==> src/rtl/video_timing_pkg.sv <==
// Shared video timing defaults, line-fetch constants and the fetch FSM state type
// for the line fetch scheduler.
package video_timing_pkg;

    localparam int H_ACTIVE_DEF        = 1280;
    localparam int H_TOTAL_DEF         = 1650;
    localparam int V_ACTIVE_DEF        = 720;
    localparam int V_TOTAL_DEF         = 750;
    localparam int BURST_WORDS_DEF     = 64;
    localparam int BURSTS_PER_LINE_DEF = 5;
    localparam int ADDR_W              = 24;
    localparam int WORDS_PER_LINE_DEF  = BURST_WORDS_DEF * BURSTS_PER_LINE_DEF;

    typedef enum logic [1:0] {
        ST_IDLE      = 2'd0,
        ST_REQ       = 2'd1,
        ST_WAIT_DONE = 2'd2
    } fetch_state_e;

    function automatic logic [ADDR_W-1:0] words_per_line(input int burst_words, input int bursts);
        return ADDR_W'(burst_words * bursts);
    endfunction

endpackage

==> src/rtl/line_addr_gen.sv <==
// Frame buffer word address accumulator: reloads the base on line-0 triggers,
// steps one line per other trigger and one burst per completed burst.
module line_addr_gen
    import video_timing_pkg::*;
#(
    parameter int BURST_WORDS     = BURST_WORDS_DEF,
    parameter int BURSTS_PER_LINE = BURSTS_PER_LINE_DEF
) (
    input  logic              i_clk,
    input  logic              i_rst,
    input  logic              i_load_base,
    input  logic              i_adv_line,
    input  logic              i_start,
    input  logic              i_adv_burst,
    input  logic [ADDR_W-1:0] i_base,
    output logic [ADDR_W-1:0] o_addr
);

    localparam logic [ADDR_W-1:0] STEP_LINE  = words_per_line(BURST_WORDS, BURSTS_PER_LINE);
    localparam logic [ADDR_W-1:0] STEP_BURST = ADDR_W'(BURST_WORDS);

    logic [ADDR_W-1:0] r_line_start;
    logic [ADDR_W-1:0] r_addr;
    logic [ADDR_W-1:0] w_next_line_start;

    // Line start tracks every trigger so a dropped fetch does not skew later lines.
    always_comb begin
        w_next_line_start = r_line_start;
        if (i_load_base) begin
            w_next_line_start = i_base;
        end else if (i_adv_line) begin
            w_next_line_start = r_line_start + STEP_LINE;
        end else begin
            w_next_line_start = r_line_start;
        end
    end

    // Line start and current burst address registers.
    always_ff @(posedge i_clk or posedge i_rst) begin
        if (i_rst) begin
            r_line_start <= {ADDR_W{1'b0}};
            r_addr       <= {ADDR_W{1'b0}};
        end else begin
            r_line_start <= w_next_line_start;
            if (i_start) begin
                r_addr <= w_next_line_start;
            end else if (i_adv_burst) begin
                r_addr <= r_addr + STEP_BURST;
            end else begin
                r_addr <= r_addr;
            end
        end
    end

    assign o_addr = r_addr;

endmodule

==> src/rtl/line_fetch_scheduler.sv <==
// Schedules one line of frame-buffer burst reads ahead of the raster and flags underflow.
// Optional FETCH_STATS_EN adds frame_count / underflow_count outputs.
module line_fetch_scheduler
    import video_timing_pkg::*;
#(
    parameter int H_ACTIVE        = H_ACTIVE_DEF,
    parameter int V_ACTIVE        = V_ACTIVE_DEF,
    parameter int V_TOTAL         = V_TOTAL_DEF,
    parameter int BURST_WORDS     = BURST_WORDS_DEF,
    parameter int BURSTS_PER_LINE = BURSTS_PER_LINE_DEF
) (
    input  logic              clk_pix,
    input  logic              rst,
    input  logic [10:0]       counterX,
    input  logic [9:0]        counterY,
    input  logic              enable,
    input  logic [ADDR_W-1:0] fb_base,
    output logic              rd_req,
    output logic [ADDR_W-1:0] rd_addr,
    input  logic              rd_ack,
    input  logic              rd_done,
    output logic [9:0]        fetch_line,
    output logic              line_done,
    output logic              underflow,
    input  logic              underflow_clr
`ifdef FETCH_STATS_EN
    ,
    output logic [15:0]       frame_count,
    output logic [15:0]       underflow_count
`endif
);

    localparam int               CNT_W      = $clog2(BURSTS_PER_LINE + 1);
    localparam logic [CNT_W-1:0] BURST_LAST = CNT_W'(BURSTS_PER_LINE);
    localparam logic [10:0]      X_TRIG     = 11'(H_ACTIVE);
    localparam logic [9:0]       Y_LAST     = 10'(V_TOTAL - 1);
    localparam logic [9:0]       Y_ACT      = 10'(V_ACTIVE);
    localparam logic [9:0]       Y_ACT_LAST = 10'(V_ACTIVE - 1);

    fetch_state_e     r_state;
    fetch_state_e     w_state_next;
    logic [CNT_W-1:0] r_burst_cnt;
    logic [9:0]       r_fetch_line;
    logic [9:0]       r_done_line;
    logic             r_done_valid;
    logic             r_rd_req;
    logic             r_line_done;
    logic             r_underflow;

    logic             w_line0;
    logic             w_trig;
    logic [9:0]       w_target;
    logic             w_start;
    logic             w_drop;
    logic             w_burst_more;
    logic             w_adv_burst;
    logic             w_finish;
    logic             w_line_ready;
    logic             w_uf_set;
    logic [ADDR_W-1:0] w_addr;

    // Trigger decode, burst bookkeeping strobes and underflow detection.
    always_comb begin
        w_line0      = (counterY == Y_LAST);
        w_trig       = (counterX == X_TRIG) && enable && (w_line0 || (counterY < Y_ACT_LAST));
        w_target     = w_line0 ? 10'd0 : (counterY + 10'd1);
        w_start      = (r_state == ST_IDLE) && w_trig;
        w_drop       = (r_state != ST_IDLE) && w_trig;
        w_burst_more = (r_burst_cnt < BURST_LAST);
        w_adv_burst  = (r_state == ST_WAIT_DONE) && rd_done && w_burst_more;
        w_finish     = (r_state == ST_WAIT_DONE) && rd_done && !w_burst_more;
        w_line_ready = (r_state == ST_IDLE) && r_done_valid && (r_done_line == counterY);
        w_uf_set     = w_drop || ((counterX == 11'd0) && (counterY < Y_ACT) && !w_line_ready);
    end

    // Fetch FSM next-state logic.
    always_comb begin
        w_state_next = r_state;
        case (r_state)
            ST_IDLE: begin
                if (w_trig) begin
                    w_state_next = ST_REQ;
                end else begin
                    w_state_next = ST_IDLE;
                end
            end
            ST_REQ: begin
                if (rd_ack) begin
                    w_state_next = ST_WAIT_DONE;
                end else begin
                    w_state_next = ST_REQ;
                end
            end
            ST_WAIT_DONE: begin
                if (w_adv_burst) begin
                    w_state_next = ST_REQ;
                end else if (w_finish) begin
                    w_state_next = ST_IDLE;
                end else begin
                    w_state_next = ST_WAIT_DONE;
                end
            end
            default: begin
                w_state_next = ST_IDLE;
            end
        endcase
    end

    // Fetch FSM state register.
    always_ff @(posedge clk_pix or posedge rst) begin
        if (rst) begin
            r_state <= ST_IDLE;
        end else begin
            r_state <= w_state_next;
        end
    end

    // Registered request/line outputs, burst counter and completed-line tracking.
    always_ff @(posedge clk_pix or posedge rst) begin
        if (rst) begin
            r_rd_req     <= 1'b0;
            r_line_done  <= 1'b0;
            r_burst_cnt  <= {CNT_W{1'b0}};
            r_fetch_line <= 10'd0;
            r_done_line  <= 10'd0;
            r_done_valid <= 1'b0;
        end else begin
            r_rd_req    <= (w_state_next == ST_REQ);
            r_line_done <= w_finish;
            if (w_start) begin
                r_burst_cnt  <= CNT_W'(1);
                r_fetch_line <= w_target;
                r_done_valid <= 1'b0;
            end else if (w_adv_burst) begin
                r_burst_cnt <= r_burst_cnt + CNT_W'(1);
            end else if (w_finish) begin
                r_burst_cnt  <= {CNT_W{1'b0}};
                r_done_line  <= r_fetch_line;
                r_done_valid <= 1'b1;
            end else begin
                r_burst_cnt <= r_burst_cnt;
            end
        end
    end

    // Sticky underflow; a same-cycle set wins over clear.
    always_ff @(posedge clk_pix or posedge rst) begin
        if (rst) begin
            r_underflow <= 1'b0;
        end else if (w_uf_set) begin
            r_underflow <= 1'b1;
        end else if (underflow_clr) begin
            r_underflow <= 1'b0;
        end else begin
            r_underflow <= r_underflow;
        end
    end

    line_addr_gen #(
        .BURST_WORDS     (BURST_WORDS),
        .BURSTS_PER_LINE (BURSTS_PER_LINE)
    ) u_addr_gen (
        .i_clk       (clk_pix),
        .i_rst       (rst),
        .i_load_base (w_trig && w_line0),
        .i_adv_line  (w_trig && !w_line0),
        .i_start     (w_start),
        .i_adv_burst (w_adv_burst),
        .i_base      (fb_base),
        .o_addr      (w_addr)
    );

`ifdef FETCH_STATS_EN
    logic [15:0] r_frame_count;
    logic [15:0] r_underflow_count;

    // Frame counter wraps; underflow event counter saturates.
    always_ff @(posedge clk_pix or posedge rst) begin
        if (rst) begin
            r_frame_count     <= 16'd0;
            r_underflow_count <= 16'd0;
        end else begin
            if (w_trig && w_line0) begin
                r_frame_count <= r_frame_count + 16'd1;
            end else begin
                r_frame_count <= r_frame_count;
            end
            if (w_uf_set && (r_underflow_count != 16'hFFFF)) begin
                r_underflow_count <= r_underflow_count + 16'd1;
            end else begin
                r_underflow_count <= r_underflow_count;
            end
        end
    end

    assign frame_count     = r_frame_count;
    assign underflow_count = r_underflow_count;
`endif

    assign rd_req     = r_rd_req;
    assign rd_addr    = w_addr;
    assign fetch_line = r_fetch_line;
    assign line_done  = r_line_done;
    assign underflow  = r_underflow;

endmodule

==> config.mk <==
export PLATFORM = sky130hd
export DESIGN_NAME = line_fetch_scheduler
export DESIGN_NICKNAME = d
export VERILOG_FILES = /design/src/rtl/video_timing_pkg.sv /design/src/rtl/line_addr_gen.sv /design/src/rtl/line_fetch_scheduler.sv
export SDC_FILE = /design/constraint.sdc
export NUM_CORES = 1
export LEC_CHECK = 0
export CORE_MARGIN = 10
export CORE_UTILIZATION = 55
export CTS_BUF_LIST = sky130_fd_sc_hd__clkbuf_8
export DETAILED_ROUTE_END_ITERATION = 16
export PLACE_DENSITY_LB_ADDON = 0.1
export SLEW_MARGIN = 25
export SYNTH_ARGS = -nofsm -noshare
export SYNTH_HDL_FRONTEND = slang
export SYNTH_SLANG_ARGS = --single-unit
==> constraint.sdc <==
create_clock -name clk_pix -period 6.3 [get_ports clk_pix]
set_clock_uncertainty 0.05 [all_clocks]
set_input_delay 0.63 -clock clk_pix [delete_from_list [all_inputs] [get_ports clk_pix]]
set_output_delay 0.63 -clock clk_pix [all_outputs]
set_load 0.005 [all_outputs]
==> impl_results.md <==
- Outcome: complete, no violations
- Count leader, synth: dfrtp_1
- Synth top area cells: dfrtp_1 46%, mux2_2 5.9%, xnor2_1 4.2%
- Crit path required time: between 6 and 7 ns
- CTS clk-pin slew, worst paths: roughly 0.080 ns
- Die height: roughly 110 um
- Root buf cell: clkbuf_8
- Most used DFF post-synth: dfrtp_1
- # hold bufs at CTS: 0
- Rel. slew slack: between 30% and 40%
- Clk_lat worst skew: around 0.34 ns
- Final Net Count: 557
- Pins Over Slew Limit: 0
- Starting Density: a little under three fifths
- Avg Cell Area, Syn: approximately 9.9 sq um
- Yosys top cell by area: dfrtp_1
- Clk buf depth: 2
- Post-synthesis sequential area ratio: between 40% and 50%
- Vias in the first global route: 3828
- Vias/cell: 6.06
- Crit. End Element: flip-flop
- Min-delay src: r_done_valid$_DFFE_PP0P_
- CP Launch Point: counterX[1]
- CP delay by family, top: simple AND/OR/NAND/NOR gates
- Synth Warn #: 0
- Initial DRC Count: approximately 210
- WP buf/inv: 1
- Num CTS Buffers: 9
- PD cells: around 210 nW/um^2
- P&R area growth vs syn: 27.8%
- Ys async rst share: 100%
- Drt first pass iters: 4
- Area of the core: between 7000 and 8000 sq um
- Startpoint type of the worst setup path: input port
- Postcts setup bufs: 0
- Drt drc: 0
- Syn nets: between 400 and 500
- FP Rows: 31
- Distinct cells, synth: 56
- Commonest cells post-synth: 77 x dfrtp_1, 33 x nor2_1, 31 x nand2_1
- Mapped Cells: approximately 420
- #FFs+latches synth: 77
- Die area: ~12000 sq um
- N_diodes: 0
- WL/cell: approximately 19 um
- Final core utilization: 73.2%
- Crit path top cell by count: nor2_1
- Placer Congestion: 0.901
- Input/output buffers: just under 90
- Via count: 3666
- Hpwl dp: 8170 um
- Worst Hold Class: flip-flop to flip-flop
- Worst-Margin Slew: 0.980 ns
- Initial antenna violation count: 0
- Worst r2r src: r_burst_cnt[0]$_DFFE_PP0P_
- Peak fanout along the critical path: 17
- Global route total overflow: 0
- CTS tree: done
- Achievable frequency: approximately 0.27 GHz
- Largest net degree at the start of global routing: 78
- Post-Syn Area: between 4000 and 5000 sq um
- Share of the synthesized area in the top cell type: a little under half
- Finish-stage setup viols: 0
- Horiz. Die Dim: between 100 and 150 um
- Share of cells above drive strength 1: a little under a tenth
- H-tree depth: 3
- CTS sink count: 77
- Crit path DAT: between 3 and 4 ns
- Fill count: between 500 and 600
- Slowest-stage cell, CP: nor2_1
- Boundary Pins: 88
- VDD IR-drop max: ~0.15 mV
- Min cycle time layout: about 3.7 ns
- Crit Path Class: input port to flip-flop
- DRT antenna net count: 0
- Final Hold Fails: 0
- Setup tns final: 0 ns
- CP max stage delay: approximately 0.96 ns
- RSZ-0062 raised after global routing: false
- Routed wire length: around 11000 um
- Number of flops mapped to enable cells by yosys: 0
- Gates resized, CTS repair: 0
- Pleak: approximately 2.3 nW
- Gr usage total: 20.4%
- First-pass GRT wire length: about 19000 um
- Max-cap violations: 0
- Crit path cell chain: clkdlybuf4s50_1, nor4_1, nand4_1, nor2_1, nor2_1, a221oi_1
- Crit share post-route: between 50% and 60%
==> sequential cells by signal (all words and copies together) (netlist names) <==
name / count
fetch_line: 10
line_done: 1
r_burst_cnt: 3
r_done_line: 10
r_done_valid: 1
r_state: 2
rd_req: 1
u_addr_gen.o_addr: 24
u_addr_gen.r_line_start: 24
underflow: 1
==> placed cells by master, fill, tap and decap left out, drive strengths merged, types with 5 or more instances in the layout <==
cell type      netlist  layout
clkbuf              16       9
nor3                23      23
xnor2               20      20
ha                   5       5
nand2               31      31
inv                  6       7
a21oi               17      17
and4                 8       8
and3                10      10
a21o                 5       5
mux2                22      22
a221oi              13      13
nor2                33      33
nand3               20      20
nand4               13      13
xor2                19      19
nor4                 9       9
dfrtp               77      77
clkdlybuf4s50        0      87
o21a                 6       6
o21ai               14      14
==> kinds of logic (layout without fill, tap and decap cells) <==
group,count (synthesis),after routing,synth area share (%)
compound gates,85,85,14.7
xor+xnor,39,39,8.13
fa+ha+maj,5,5,1.49
buf+inv,31,113,3.16
mux,23,23,6.14
simple gates,164,164,20.5
flops,77,77,45.9
==> final timing paths <==
| kind | to | slack, ns | depth (start not counted) |
|---|---|---|---|
| worst max-delay path | u_addr_gen.o_addr[17]$_DFFE_PP0P_ | 2.57 | 6 |
| worst min-delay path | r_done_valid$_DFFE_PP0P_ | 0.43 | 1 |
| worst max register to register | u_addr_gen.o_addr[20]$_DFFE_PP0P_ | 3.73 | 5 |
| worst min register to register | r_done_valid$_DFFE_PP0P_ | 0.43 | 1 |
| max in group asynchronous | r_state[1]$_DFF_PP0_ | 4.98 | 3 |
| min in group asynchronous | r_done_line[1]$_DFFE_PP0P_ | 0.71 | 3 |
==> cell type report <==
class,instances,area [sq um],share of cell area (%)
multi-input cells,316,2150,40.1
flip-flops and latches,77,1930,35.9
repair buffers,91,905,16.9
clock buffers,9,124,2.31
well taps,99,124,2.31
clock inverters,7,115,2.14
inverters,6,22.5,0.420
==> where the power goes <==
group	leakage [nW]	internal, W	switching (W)
Combinational	1.11	0.0000802	0.0000719
Clock	0.121	0.000262	0.000183
Sequential	1.07	0.000518	0.0000260
Total	2.30	0.000859	0.000280
==> routing by layer <==
layer | share of wire (%) | up-vias | GRT usage, %
met3 | 8.1 | 14 | 5.45
met1 | 44 | 1768 | 26.2
met5 | 0 | - | 0
li1 | - | 1731 | -
met2 | 47 | 153 | 33.3
met4 | 1.4 | 0 | 5.15
==> metrics by stage <==
stage / worst slack, ns / area, sq um / std cells / hold WS [ns] / power [W]
2_1_floorplan: 3.59 / 4200 / 424 / 0.399 / 0.000623
3_3_place_gp: 2.39 / 5120 / 589 / 0.413 / 0.000696
3_5_place_dp: 2.21 / 5120 / 589 / 0.416 / 0.000702
4_1_cts: 2.57 / 5360 / 605 / 0.432 / 0.00114
5_1_grt: 2.28 / 5370 / 605 / 0.451 / 0.00119
6_report: 2.57 / 5370 / 605 / 0.432 / 0.00114
(Power assumes the default switching activity.)
